File: src/rtl/capture_ctrl_pkg.sv
// capture_ctrl_pkg
// Shared definitions for the capture controller and its readback port.
//   state_t     : controller state encoding (IDLE=0, ARMED=1, POST=2, READ=3)
//   count_width : width of sample counters that must hold the value 2^AW
package capture_ctrl_pkg;

    typedef enum logic [1:0] {
        ST_IDLE  = 2'd0,
        ST_ARMED = 2'd1,
        ST_POST  = 2'd2,
        ST_READ  = 2'd3
    } state_t;

    // Counters such as fill and the readback length must represent a full
    // buffer (2^AW), which takes one bit more than an address.
    function automatic int count_width(input int aw);
        return aw + 1;
    endfunction

endpackage

File: src/rtl/capture_rd_port.sv
// capture_rd_port
// Readback engine of the capture controller. On start it computes the
// readback length (min of requested count and buffer fill) and the address
// of the oldest sample, then streams samples oldest first over a
// valid/ready interface with one memory read in flight at most.
// Ports:
//   sys_clk, sys_rst_n : clock, asynchronous active-low reset
//   start              : pulse in the cycle the controller decides to enter READ
//   start_fill         : buffer fill including any write in the start cycle
//   start_wptr         : write pointer after any write in the start cycle
//   cfg_read           : latched number of samples requested
//   start_empty        : combinational, high with start when the length is 0
//   empty              : registered, high in the first READ cycle of a 0-length readback
//   finish             : combinational, handshake of the final sample
//   mem_rd/mem_raddr   : memory read strobe/address, data returns one cycle later
//   mem_rdata          : memory read data
//   sto_valid/sto_data/sto_last/sto_ready : readback stream
module capture_rd_port
    import capture_ctrl_pkg::*;
#(
    parameter int DW = 32,
    parameter int AW = 12
) (
    input  logic          sys_clk,
    input  logic          sys_rst_n,
    input  logic          start,
    input  logic [AW:0]   start_fill,
    input  logic [AW-1:0] start_wptr,
    input  logic [AW:0]   cfg_read,
    output logic          start_empty,
    output logic          empty,
    output logic          finish,
    output logic          mem_rd,
    output logic [AW-1:0] mem_raddr,
    input  logic [DW-1:0] mem_rdata,
    output logic          sto_valid,
    output logic [DW-1:0] sto_data,
    output logic          sto_last,
    input  logic          sto_ready
);

    localparam int CW = count_width(AW);

    logic [CW-1:0] len;
    logic [CW-1:0] remain_reg;
    logic [AW-1:0] raddr_reg;
    logic          settle_reg;
    logic          cap_reg;
    logic          cap_last_reg;
    logic          empty_reg;
    logic          sto_valid_reg;
    logic [DW-1:0] sto_data_reg;
    logic          sto_last_reg;
    logic          issue;

    always_comb begin
        len = (cfg_read < start_fill) ? cfg_read : start_fill;
    end

    assign start_empty = start && (len == '0);

    // A new read is allowed only when the previous one has been captured and
    // the output register is free (or being freed this cycle). settle_reg
    // holds off the first read one cycle so the final capture write has
    // reached the memory before it may be read back.
    assign issue = (remain_reg != '0) && !settle_reg && !cap_reg &&
                   (!sto_valid_reg || sto_ready);

    always_ff @(posedge sys_clk or negedge sys_rst_n) begin
        if (!sys_rst_n) begin
            remain_reg    <= '0;
            raddr_reg     <= '0;
            settle_reg    <= 1'b0;
            cap_reg       <= 1'b0;
            cap_last_reg  <= 1'b0;
            empty_reg     <= 1'b0;
            sto_valid_reg <= 1'b0;
            sto_data_reg  <= '0;
            sto_last_reg  <= 1'b0;
        end else begin
            cap_reg    <= issue;
            settle_reg <= start;
            if (start) begin
                remain_reg <= len;
                // Oldest sample sits len entries behind the write pointer.
                raddr_reg  <= start_wptr - len[AW-1:0];
                empty_reg  <= (len == '0);
            end else begin
                empty_reg <= 1'b0;
                if (issue) begin
                    remain_reg   <= remain_reg - CW'(1);
                    raddr_reg    <= raddr_reg + AW'(1);
                    cap_last_reg <= (remain_reg == CW'(1));
                end
            end

            if (cap_reg) begin
                sto_valid_reg <= 1'b1;
                sto_data_reg  <= mem_rdata;
                sto_last_reg  <= cap_last_reg;
            end else if (sto_valid_reg && sto_ready) begin
                sto_valid_reg <= 1'b0;
                sto_last_reg  <= 1'b0;
            end
        end
    end

    assign empty     = empty_reg;
    assign finish    = sto_valid_reg && sto_ready && sto_last_reg;
    assign mem_rd    = issue;
    assign mem_raddr = raddr_reg;
    assign sto_valid = sto_valid_reg;
    assign sto_data  = sto_data_reg;
    assign sto_last  = sto_last_reg;

endmodule

File: src/rtl/capture_ctrl.sv
// capture_ctrl
// Circular-buffer capture controller. After arm, samples are written into a
// 2^AW entry buffer continuously; run starts a post-trigger countdown, and
// when it expires (or on abort) the most recent samples are streamed back
// oldest first.
// Ports:
//   sys_clk, sys_rst_n : clock, asynchronous active-low reset
//   arm, run, abort    : control pulses (start capture / trigger / finish now)
//   cfg_delay          : post-trigger sample count, latched at arm
//   cfg_read           : samples to read back, latched at arm
//   sti_valid/sti_data : input sample stream
//   mem_wr/mem_waddr/mem_wdata : registered memory write port
//   mem_rd/mem_raddr/mem_rdata : memory read port, 1-cycle read latency
//   sto_valid/sto_data/sto_last/sto_ready : readback stream
//   armed, triggered, done : registered status (done is a one-cycle pulse)
module capture_ctrl
    import capture_ctrl_pkg::*;
#(
    parameter int DW = 32,
    parameter int AW = 12
) (
    input  logic          sys_clk,
    input  logic          sys_rst_n,
    input  logic          arm,
    input  logic          run,
    input  logic          abort,
    input  logic [AW:0]   cfg_delay,
    input  logic [AW:0]   cfg_read,
    input  logic          sti_valid,
    input  logic [DW-1:0] sti_data,
    output logic          mem_wr,
    output logic [AW-1:0] mem_waddr,
    output logic [DW-1:0] mem_wdata,
    output logic          mem_rd,
    output logic [AW-1:0] mem_raddr,
    input  logic [DW-1:0] mem_rdata,
    output logic          sto_valid,
    output logic [DW-1:0] sto_data,
    output logic          sto_last,
    input  logic          sto_ready,
    output logic          armed,
    output logic          triggered,
    output logic          done
);

    localparam int CW = count_width(AW);
    localparam logic [CW-1:0] FULL = {1'b1, {AW{1'b0}}};

    state_t        state_reg, state_next;
    logic [AW-1:0] wptr_reg, wptr_next;
    logic [CW-1:0] fill_reg, fill_next;
    logic [CW-1:0] post_reg, post_next;
    logic [CW-1:0] delay_reg, read_reg;
    logic          mem_wr_reg;
    logic [AW-1:0] mem_waddr_reg;
    logic [DW-1:0] mem_wdata_reg;
    logic          armed_reg, triggered_reg, done_reg;
    logic          accept;
    logic          rd_start;
    logic          done_next;
    logic          rd_start_empty, rd_empty, rd_finish;

    assign accept = sti_valid && ((state_reg == ST_ARMED) || (state_reg == ST_POST));

    always_comb begin
        state_next = state_reg;
        wptr_next  = wptr_reg;
        fill_next  = fill_reg;
        post_next  = post_reg;

        if (accept) begin
            wptr_next = wptr_reg + AW'(1);
            if (fill_reg != FULL) begin
                fill_next = fill_reg + CW'(1);
            end
        end

        case (state_reg)
            ST_IDLE: begin
                if (arm) begin
                    state_next = ST_ARMED;
                    fill_next  = '0;
                end
            end
            ST_ARMED: begin
                // abort outranks run; a sample in this cycle is pre-trigger.
                if (abort) begin
                    state_next = ST_READ;
                end else if (run) begin
                    if (delay_reg == '0) begin
                        state_next = ST_READ;
                    end else begin
                        state_next = ST_POST;
                        post_next  = delay_reg;
                    end
                end
            end
            ST_POST: begin
                if (abort) begin
                    state_next = ST_READ;
                end else if (accept) begin
                    post_next = post_reg - CW'(1);
                    if (post_reg == CW'(1)) begin
                        state_next = ST_READ;
                    end
                end
            end
            ST_READ: begin
                if (rd_finish || rd_empty) begin
                    state_next = ST_IDLE;
                end
            end
            default: state_next = ST_IDLE;
        endcase

        rd_start  = (state_reg != ST_READ) && (state_next == ST_READ);
        done_next = rd_start_empty || rd_finish;
    end

    always_ff @(posedge sys_clk or negedge sys_rst_n) begin
        if (!sys_rst_n) begin
            state_reg     <= ST_IDLE;
            wptr_reg      <= '0;
            fill_reg      <= '0;
            post_reg      <= '0;
            delay_reg     <= '0;
            read_reg      <= '0;
            mem_wr_reg    <= 1'b0;
            mem_waddr_reg <= '0;
            mem_wdata_reg <= '0;
            armed_reg     <= 1'b0;
            triggered_reg <= 1'b0;
            done_reg      <= 1'b0;
        end else begin
            state_reg <= state_next;
            wptr_reg  <= wptr_next;
            fill_reg  <= fill_next;
            post_reg  <= post_next;
            if ((state_reg == ST_IDLE) && arm) begin
                delay_reg <= cfg_delay;
                read_reg  <= cfg_read;
            end
            mem_wr_reg <= accept;
            if (accept) begin
                mem_waddr_reg <= wptr_reg;
                mem_wdata_reg <= sti_data;
            end
            armed_reg     <= (state_next == ST_ARMED) || (state_next == ST_POST);
            triggered_reg <= (state_next == ST_POST) || (state_next == ST_READ);
            done_reg      <= done_next;
        end
    end

    // The read port sees the post-write fill and pointer so a sample written
    // in the cycle READ is decided on is part of the readback.
    capture_rd_port #(
        .DW (DW),
        .AW (AW)
    ) u_rd_port (
        .sys_clk     (sys_clk),
        .sys_rst_n   (sys_rst_n),
        .start       (rd_start),
        .start_fill  (fill_next),
        .start_wptr  (wptr_next),
        .cfg_read    (read_reg),
        .start_empty (rd_start_empty),
        .empty       (rd_empty),
        .finish      (rd_finish),
        .mem_rd      (mem_rd),
        .mem_raddr   (mem_raddr),
        .mem_rdata   (mem_rdata),
        .sto_valid   (sto_valid),
        .sto_data    (sto_data),
        .sto_last    (sto_last),
        .sto_ready   (sto_ready)
    );

    assign mem_wr    = mem_wr_reg;
    assign mem_waddr = mem_waddr_reg;
    assign mem_wdata = mem_wdata_reg;
    assign armed     = armed_reg;
    assign triggered = triggered_reg;
    assign done      = done_reg;

endmodule
File: config.mk
export PLATFORM = sky130hd
export DESIGN_NAME = capture_ctrl
export DESIGN_NICKNAME = d
export VERILOG_FILES = /design/src/rtl/capture_ctrl_pkg.sv /design/src/rtl/capture_rd_port.sv /design/src/rtl/capture_ctrl.sv
export SDC_FILE = /design/constraint.sdc
export NUM_CORES = 1
export LEC_CHECK = 0
export BUFFER_PORTS_ARGS = -buffer_cell sky130_fd_sc_hd__buf_2
export CORE_MARGIN = 3
export CORE_UTILIZATION = 55
export CTS_CLUSTER_DIAMETER = 120
export DETAILED_ROUTE_END_ITERATION = 8
export PLACE_DENSITY_LB_ADDON = 0.25
export RECOVER_POWER = 25
export SLEW_MARGIN = 20
export SYNTH_ARGS = -nofsm -noshare
export SYNTH_HDL_FRONTEND = slang
export SYNTH_SLANG_ARGS = --single-unit
File: constraint.sdc
create_clock -name sys_clk -period 6.2 [get_ports sys_clk]
set_clock_uncertainty 0.15 [all_clocks]
set_input_delay 0.62 -clock sys_clk [delete_from_list [all_inputs] [get_ports sys_clk]]
set_output_delay 0.62 -clock sys_clk [all_outputs]
set_load 0.005 [all_outputs]
# Yosys cells after proc, flatten, opt, wreduce, memory -nomap -nowiden
# Cells that the tools add are included.
# totals
reg_bits,177
in_bits,97
output_inout_bits,95
word_cells,100
# classes
n_addsub,6
n_lt_le_gt_ge,1
n_eq_ne,15
mux,29
bitwise,1
n_reduce_logical,27
# ops
op,n
$mux 13,12
$mux 12,3
$eq 13x1->1 const B,2
$logic_not 13->1,2
$pmux 13 s2,1
$sub 13x1->13 const B,2
$add 12x1->12 const B,2
$mux 2,7
$add 13x1->13 const B,1
$lt 13x13->1,1
$ne 13x13->1 const B,1
$reduce_bool 13->1,1
$ne 2x2->1 const B,6
$sub 12x12->12,1
$logic_and 1x1->1,9
$eq 2x2->1 const B,4
$pmux 2 s4,1
$logic_or 1x1->1,6
$reduce_and 6->1,1
$reduce_bool 2->1,3
$mux 1,5
$eq 2x1->1 const B,2
$logic_not 1->1,3
$logic_not 2->1,1
other kinds (2),2

# Logic depth before layout (Yosys ltp)
# Gate-level depths: netlist (run 1).
# depth
word_depth,11
ltp_mapped,27
mapped_depth_nobuf,27

# By module
# From an unflattened synthesis (run 1), not the netlist that was laid out.
# unflattened
hier_cells,920
area_unflattened_um2,9236.4
# by_module_without_submodules
mod,n_inst,cells_per_inst,area_each_um2,seq_area_each_um2
capture_ctrl,1,507,5083.6,2852.7
capture_rd_port,1,413,4152.7,1576.5

# Worst setup path before layout (run 1)
# OpenSTA, ideal clock, no wires.
# synth_timing
kind,register to register
startpoint,register state_reg[0]
endpoint,register u_rd_port.raddr_reg[10] (netlist: u_rd_port.mem_raddr[10])
setup_time_ps,101
arrival_time_ps,5115
required_time_ps,5949
path_slack_ps,834
path_stages_with_launch,28
path_buffers,0
synth_period_minus_slack_ps,5366
path_cell_list,dfrtp_1 > inv_1 > ha_1 > nand2_1 > a31oi_1 > nand3_1 > xor2_1 > nor2_1 > inv_1 > ha_1 > nand4_1 > nor3_1 > o21ai_0 > o21a_2 > a31o_4 > nor2_4 > mux2i_1 > inv_1 > ha_1 > fa_1 > inv_1 > a21oi_1 > a32o_1 > o22ai_2 > a2111oi_2 > nor3_2 > nor4_1 > nor4_1
# synth_between
elab_chain_len,10
word_cells_on_any_way,26
classes_between,1 x add/sub; 1 x order compare; 5 x eq/ne; 14 x mux; 5 x reduce/logical
# synth_lines
item,line,source
from (decl),capture_ctrl.sv:49,"state_t state_reg, state_next;"
from (signal assigned),capture_ctrl.sv:135,state_reg <= state_next;
$eq 2x1->1 / $eq 2x2->1 (equally long branches),capture_ctrl.sv:63,assign accept = sti_valid && ((state_reg == ST_ARMED) || (state_reg == ST_POST));
$logic_or 1x1->1,capture_ctrl.sv:63,
$logic_and 1x1->1,capture_ctrl.sv:63,
$mux 13,capture_ctrl.sv:71,if (accept) begin
$mux 13,capture_ctrl.sv:80,if (arm) begin
$mux 13 *,capture_ctrl.sv:78,case (state_reg)
via fill_next[8],capture_ctrl.sv:51,"logic [CW-1:0] fill_reg, fill_next;"
$lt 13x13->1,capture_rd_port.sv:57,len = (cfg_read < start_fill) ? cfg_read : start_fill;
$mux 13 *,capture_rd_port.sv:57,
$sub 12x12->12 *,capture_rd_port.sv:86,raddr_reg <= start_wptr - len[AW-1:0];
$mux 12 *,capture_rd_port.sv:83,if (start) begin
to (signal assigned),capture_rd_port.sv:86,
to (signal assigned),capture_rd_port.sv:92,raddr_reg <= raddr_reg + AW'(1);
to (decl),capture_rd_port.sv:46,logic [AW-1:0] raddr_reg;
# Mark *: on every way through the listed nets, which the timed path passes. The rest lies on a longest branch.
# A chain may end at the register's enable or synchronous reset.

# Final worst setup path (run 1)
# layout_timing
startpoint,register fill_reg[8]
endpoint,register u_rd_port.raddr_reg[10] (netlist: u_rd_port.mem_raddr[10])
# layout_between
elab_chain_len,9
word_cells_on_any_way,10
classes_between,2 x add/sub; 1 x order compare; 1 x eq/ne; 6 x mux
# layout_lines
item,line,source
from (decl),capture_ctrl.sv:51,
from (signal assigned),capture_ctrl.sv:137,fill_reg <= fill_next;
$ne 13x13->1 *,capture_ctrl.sv:73,if (fill_reg != FULL) begin
$mux 13 *,capture_ctrl.sv:73,
$mux 13 *,capture_ctrl.sv:71,
$mux 13,capture_ctrl.sv:80,
$mux 13 *,capture_ctrl.sv:78,
via fill_next[6],capture_ctrl.sv:51,
$lt 13x13->1,capture_rd_port.sv:57,
$mux 13 *,capture_rd_port.sv:57,
$sub 12x12->12 *,capture_rd_port.sv:86,
$mux 12 *,capture_rd_port.sv:83,
# Marks and branches as above.

==> impl_metrics.py, run 1 <==
metrics = {
    "routing": {
        "wl_per_cell_um": 15.4,
        "ant_nets": 0,
        "post_drt_via_cell_ratio": 5.37,
        "drtIter0Drc": 534,
        "dr.pass1.iters": 5,
        "drc": 0,
        "finalWirelength_mm": 21.0,
        "route.vias.total": 7329,
    },
    "yosys": {
        "syn_inst": 948,
        "ys_top_cells_by_area": "dfrtp_1 50%, nand2_1 11%, ha_1 4.8%",
        "ys_seq_elements": 177,
        "yosys_warnings": 0,
        "synth_area_leader_cell": "dfrtp_1",
        "synth_top_area_share_pct": 49.8,
        "synth_ff_type": "dfrtp_1",
        "yosysUniqueCellTypes": 64,
        "synth_edf_count": 0,
        "yosysSeqAreaShare_pct": 49.8,
        "synthMuxAreaShare_pct": 5.29,
        "synth_common_cells": "261 x nand2_1, 177 x dfrtp_1, 50 x nor2_1",
        "synth.avg_cell_area_um2": 9.38,
        "yosys.area_share.xor_xnor_pct": 5.32,
        "synth_nets": 1080,
        "syn_area_um2": 8900,
        "async_flop_share_pct": 100,
        "yosysMostFrequentCell": "nand2_1",
        "synth_top_family_by_area": "simple AND/OR/NAND/NOR gates",
        "yosys.area_share.simple_pct": 21.0,
        "synthAdderAreaFrac_pct": 5.12,
        "synth_compound_area_share_pct": 10.3,
    },
    "final_layout": {
        "fill_cells": 1239,
        "design_area_um2": 10700,
        "utilization_pct": 69.0,
        "seqCellArea_um2": 4430,
        "drive_above_1_share_pct": 24.3,
        "n_antenna_cell": 0,
        "multi_input_area_um2": 4220,
        "area_growth_pct": 20.5,
        "num-nets-final": 1272,
    },
    "min_path": {
        "min_to": "mem_wdata[6]",
        "hold_path_startpoint": "sti_data[6]",
        "whs_path_depth": 3,
        "hold_class": "in2reg",
    },
    "critical_path": {
        "reg2reg_depth": 25,
        "r2r-end": "u_rd_port.mem_raddr[10]",
        "rr_startpoint": "fill_reg[8]",
        "r2r_setup_slack_ps": 420,
        "end_kind": "flip-flop",
        "arrival_ps": 5970,
        "cp-start-kind": "flip-flop",
        "crit_required_ps": 6390,
        "crit_fanout": 6,
        "worst-setup-path-type": "reg2reg",
    },
    "power_and_ir_drop": {
        "vdd_drop_max_mv": 0.298,
        "leakage_nw": 5.36,
        "power_density_nw_per_um2": 557,
        "power_w": 0.00597,
    },
    "cts": {
        "clk_pin_slew_ps": 70,
        "cts_max_path_buffers": 2,
        "cts_tree": "yes",
        "numClockSinks": 177,
        "cts_root_buf": "clkbuf_16",
        "cts_buffers": 17,
        "htree_levels": 4,
        "clock_latency_ps": 430,
    },
    "job": {
        "max_cap_violations": 2,
    },
    "floorplanning": {
        "io-pin-count": 192,
        "die_area_um2": 17700,
        "fp-row-count": 45,
        "die_w_um": 133,
        "start_util_pct": 57.2,
        "core_um2": 15500,
        "fp.dieH_um": 133,
    },
    "global_routing": {
        "grt_util_all_layers_pct": 24.0,
        "grt_max_degree": 73,
        "grt_pass1_vias": 7011,
        "overflow": 0,
        "grt_pass1_wl_mm": 34.7,
        "grt_antenna_before_repair": 0,
    },
    "timing": {
        "timing.final.max_slew_violations": 78,
        "period_share_pct": 93.3,
        "relSlewSlack_pct": -45.5,
        "hold_violations": 0,
        "setup_viol": 0,
        "fin_crit_ps": 5780,
        "worst_pin_slew_ps": 2180,
        "holdWs_ps": 220,
        "fmax_mhz": 173,
    },
    "placed_design": {
        "gp_congestion": 0.943,
        "place_hpwl_mm": 15.2,
        "port_buffers": 191,
        "dpl_cell_area_um2": 10100,
    },
    "run_status": {
        "violations": "capacitance limit, slew limit",
        "outcome": "finished, violations left",
    },
}
-- report_power, final --
part | switching [W] | internal (W) | total, W
Sequential | 0.000367 | 0.00164 | 0.00201
Clock | 0.000479 | 0.000578 | 0.00106
Combinational | 0.00165 | 0.00126 | 0.00290
Total | 0.00249 | 0.00348 | 0.00597
-- metal layers --
metal | wire [um] | track usage (%)
met1 | 9660 | 33.9
met2 | 9530 | 37.1
met3 | 1530 | 6.61
met4 | 321 | 6.34
met5 | 0 | 0
-- layout make-up --
| type | count | area share [%] |
|---|---|---|
| Tap cell | 211 | 2.46 |
| Multi-Input combinational cell | 697 | 39.3 |
| Inverter | 39 | 1.37 |
| Timing Repair Buffer | 208 | 10.1 |
| Clock inverter | 14 | 1.35 |
| Clock buffer | 18 | 4.10 |
| Sequential cell | 177 | 41.3 |
-- repair_timing --
item | in CTS | in global routing
gates resized for setup | 0 | 9
hold buffers | 1 | 0
endpoints found under the setup margin | 0 | 3
endpoints found under the hold margin | 40 | 0
setup buffers | 0 | 4
-- worst max-delay path by stage --
| stage | from | to | slack, ps | cells after the start |
|---|---|---|---|---|
| 2_1_floorplan | state_reg[0] | u_rd_port.mem_raddr[10] | 830 | 27 |
| 3_3_place_gp | state_reg[0] | u_rd_port.mem_raddr[10] | 420 | 28 |
| 3_5_place_dp | state_reg[0] | u_rd_port.mem_raddr[10] | 140 | 28 |
| 4_1_cts | state_reg[0] | u_rd_port.mem_raddr[10] | 130 | 28 |
| 5_1_grt | fill_reg[0] | u_rd_port.mem_raddr[10] | -30 | 27 |
| 6_report | fill_reg[8] | u_rd_port.mem_raddr[10] | 420 | 25 |
-- stage by stage --
| step | TNS, ps | cells | worst slack (ps) |
|---|---|---|---|
| 2_1_floorplan | 0 | 948 | 834 |
| 3_3_place_gp | 0 | 1327 | 418 |
| 3_5_place_dp | 0 | 1327 | 140 |
| 4_1_cts | 0 | 1360 | 132 |
| 5_1_grt | -29.4 | 1364 | -29.4 |
| 6_report | 0 | 1364 | 416 |
-- logic make-up after synthesis --
| group | after synthesis |
|---|---|
| compound gates | 140 |
| xor+xnor | 54 |
| fa+ha+maj | 36 |
| buf+inv | 74 |
| flops | 177 |
| mux | 43 |
| simple gates | 424 |
-- critical path, cell delays in order (launching register included) --
cell and delay (ps):
dfrtp_1 430, nor4_1 620, a31oi_4 230, nand3_1 150, xnor2_1 110, and2_1 190
inv_1 80, ha_1 300, nand4_1 120, nor3_1 180, o21ai_0 100, o21a_2 260
o21a_2 270, nor2_4 220, mux2i_2 270, inv_1 60, ha_1 210, fa_1 380
inv_1 100, a21oi_1 110, a32o_1 240, o22ai_2 210, a2111oi_2 110, nor3_2 260
nor4_1 100, nor4_1 240
-- layout by cell type, fill, tap and decap left out, types with 6 or more instances in the layout --
cell type and instances:
nand4_1 15, nor3_1 20, clkbuf_16 17, dfrtp_1 177
xnor2_1 23, and3_1 7, xor2_1 31, buf_4 14
buf_2 178, mux2_2 31, inv_1 38, a21oi_1 34
ha_1 33, nand3_1 16, nor2_1 50, o22a_1 11
nor2b_1 8, nor4_1 14, clkbuf_1 13, a31oi_1 9
mux2i_1 10, nand2b_1 6, o21ai_0 41, nand2_1 260
Note: power is estimated with default switching activity, not from simulation.
==> run 2, diff against run 1 <==
==> constraint.sdc (replaced) <==
create_clock -name sys_clk -period 6.2 [get_ports sys_clk]
set_clock_uncertainty 0.15 [all_clocks]
set_input_delay 0.31 -clock sys_clk [delete_from_list [all_inputs] [get_ports sys_clk]]
set_output_delay 0.31 -clock sys_clk [all_outputs]
set_load 0.005 [all_outputs]
==> impl_metrics.py, run 2 (synthesis results as in run 1) <==
metrics = {
    "power_and_ir_drop": {
        "vdd_drop_max_mv": 0.358,
        "power_density_nw_per_um2": 521,
        "leakage_nw": 5.77,
    },
    "min_path": {
        "hold_class": "in2reg",
    },
    "run_status": {
        "outcome": "finished, violations left",
        "violations": "capacitance limit, slew limit",
    },
    "final_layout": {
        "final_common_cell": "nand2_1",
        "drive_above_1_share_pct": 23.3,
        "seqCellArea_um2": 4430,
        "multi_input_area_um2": 4240,
        "mostFrequentLayoutCells": "260 x nand2_1, 190 x buf_2, 177 x dfrtp_1, 91 x dlygate4sd3_1, 49 x nor2_1",
        "area_growth_pct": 30.8,
        "fill_cells": 1100,
        "n_antenna_cell": 0,
        "num-nets-final": 1358,
    },
    "global_routing": {
        "grt_pass1_vias": 7882,
        "grt_max_degree": 112,
        "overflow": 0,
        "grt_pass1_wl_mm": 39.3,
        "grt_util_all_layers_pct": 27.1,
        "grt_antenna_before_repair": 0,
    },
    "critical_path": {
        "critical_path.slowest_cell": "dfrtp_1",
        "r2r-end": "u_rd_port.mem_raddr[10]",
        "timing.critical_path.to": "u_rd_port.mem_raddr[10]",
        "crit_required_ps": 6380,
        "reg2reg_depth": 27,
        "crit_cells": 27,
        "slowest_delay_ps": 410,
        "arrival_ps": 5780,
        "rr_startpoint": "state_reg[0]",
        "end_kind": "flip-flop",
        "crit_family": "compound AO/OA/AOI/OAI gates",
        "worst-setup-path-type": "reg2reg",
        "crit_start": "state_reg[0]",
        "crit_top_cell": "inv_1",
        "cp-start-kind": "flip-flop",
        "cp_num_buf_inv": 4,
        "crit_fanout": 6,
        "r2r_setup_slack_ps": 600,
    },
    "timing": {
        "fin_setup_tns_ps": 0,
        "period_share_pct": 90.3,
        "holdWs_ps": 28.5,
        "fmax_mhz": 179,
        "rsz0062_at_grt": "no",
        "timing.final.max_slew_violations": 150,
        "worst_pin_slew_ps": 3160,
        "relSlewSlack_pct": -111,
        "hold_violations": 0,
        "setup_viol": 0,
        "fin_crit_ps": 5600,
    },
    "floorplanning": {
        "fp-row-count": 45,
        "io-pin-count": 192,
        "die_area_um2": 17700,
        "die_w_um": 133,
        "start_util_pct": 57.2,
        "fp.dieH_um": 133,
        "core_um2": 15500,
    },
    "cts": {
        "numClockSinks": 177,
        "cts_buffers": 17,
        "cts_max_path_buffers": 2,
        "htree_levels": 4,
        "clk_pin_slew_ps": 70,
        "cts_tree": "yes",
        "cts_root_buf": "clkbuf_16",
        "clock_latency_ps": 430,
    },
    "routing": {
        "wl_per_cell_um": 16.4,
        "route.vias.total": 7810,
        "drc": 0,
        "ant_nets": 0,
        "drtIter0Drc": 539,
        "finalWirelength_mm": 23.8,
        "dr.pass1.iters": 5,
        "post_drt_via_cell_ratio": 5.39,
    },
    "placed_design": {
        "gp_congestion": 0.948,
        "port_buffers": 191,
        "place_hpwl_mm": 14.9,
    },
    "job": {
        "max_cap_violations": 3,
    },
}
-- run 2: worst min path at each step --
stage                   from            endpoint  depth (start not counted)
6_report           sto_ready  u_rd_port.sto_last                          4
5_1_grt            sto_ready  u_rd_port.sto_last                          4
4_1_cts            sto_ready  u_rd_port.sto_last                          4
3_5_place_dp   mem_wdata[31]       mem_wdata[31]                          2
3_3_place_gp    mem_waddr[3]        mem_waddr[3]                          2
2_1_floorplan      sys_rst_n               armed                          0
-- run 2: per-layer routing --
layer / GRT usage [%] / part of all wire (%) / up-vias
met2: 44.8 / 48 / 281
li1: - / - / 3751
met5: 0 / 0 / -
met3: 5.85 / 5.8 / 33
met4: 7.26 / 1.6 / 0
met1: 36.5 / 44 / 3745
-- run 2: worst register-to-register path: stages (launching register included) --
cell and delay (ps):
dfrtp_1 410, inv_1 120, ha_1 340, nand2_2 100, a31oi_4 250, nand4_1 150, xor2_1 170, nor2_2 210
inv_1 90, ha_1 300, nand2_1 70, nor3_1 160, o21ai_0 110, o21a_2 270, a31o_4 290, nor2_4 170
mux2i_1 240, inv_1 60, ha_1 210, fa_1 360, inv_1 100, a21oi_1 100, a32o_1 220, o22ai_2 190
a2111oi_2 110, nor3_2 230, nor4_1 90, nor4_1 250
-- run 2: stage by stage --
stage,power (W),cell area (um^2),util [%],worst slack (ps),cells
after detailed placement,0.00485,10100,64.8,251,1326
after global routing,0.00654,11600,74.9,29.3,1449
after CTS,0.00599,11600,74.4,230,1448
final,0.00607,11600,74.9,603,1449
after global placement,0.00476,10100,64.8,465,1326
after floorplan,0.00393,8900,-,834,948
-- run 2: power breakdown --
part           internal (W)  switching, W  total (W)
clock network      0.000617      0.000472    0.00109
logic               0.00128       0.00167    0.00295
registers           0.00165      0.000381    0.00203
-- run 2: what timing repair did --
| item | in CTS | in global routing |
|---|---|---|
| hold endpoints to repair | 200 | 0 |
| endpoints found under the setup margin | 0 | 4 |
| gates resized for setup | 0 | 12 |
| hold buffers | 91 | 0 |
| setup buffers | 0 | 0 |
-- run 2: final cells by class --
cell class                 count  area share [%]
timing repair buffer         294            16.9
clock buffer                  20            3.93
clock inverter                11            1.13
inverter                      39            1.29
tap                          211            2.27
multi-input combinational    697            36.4
sequential                   177            38.1
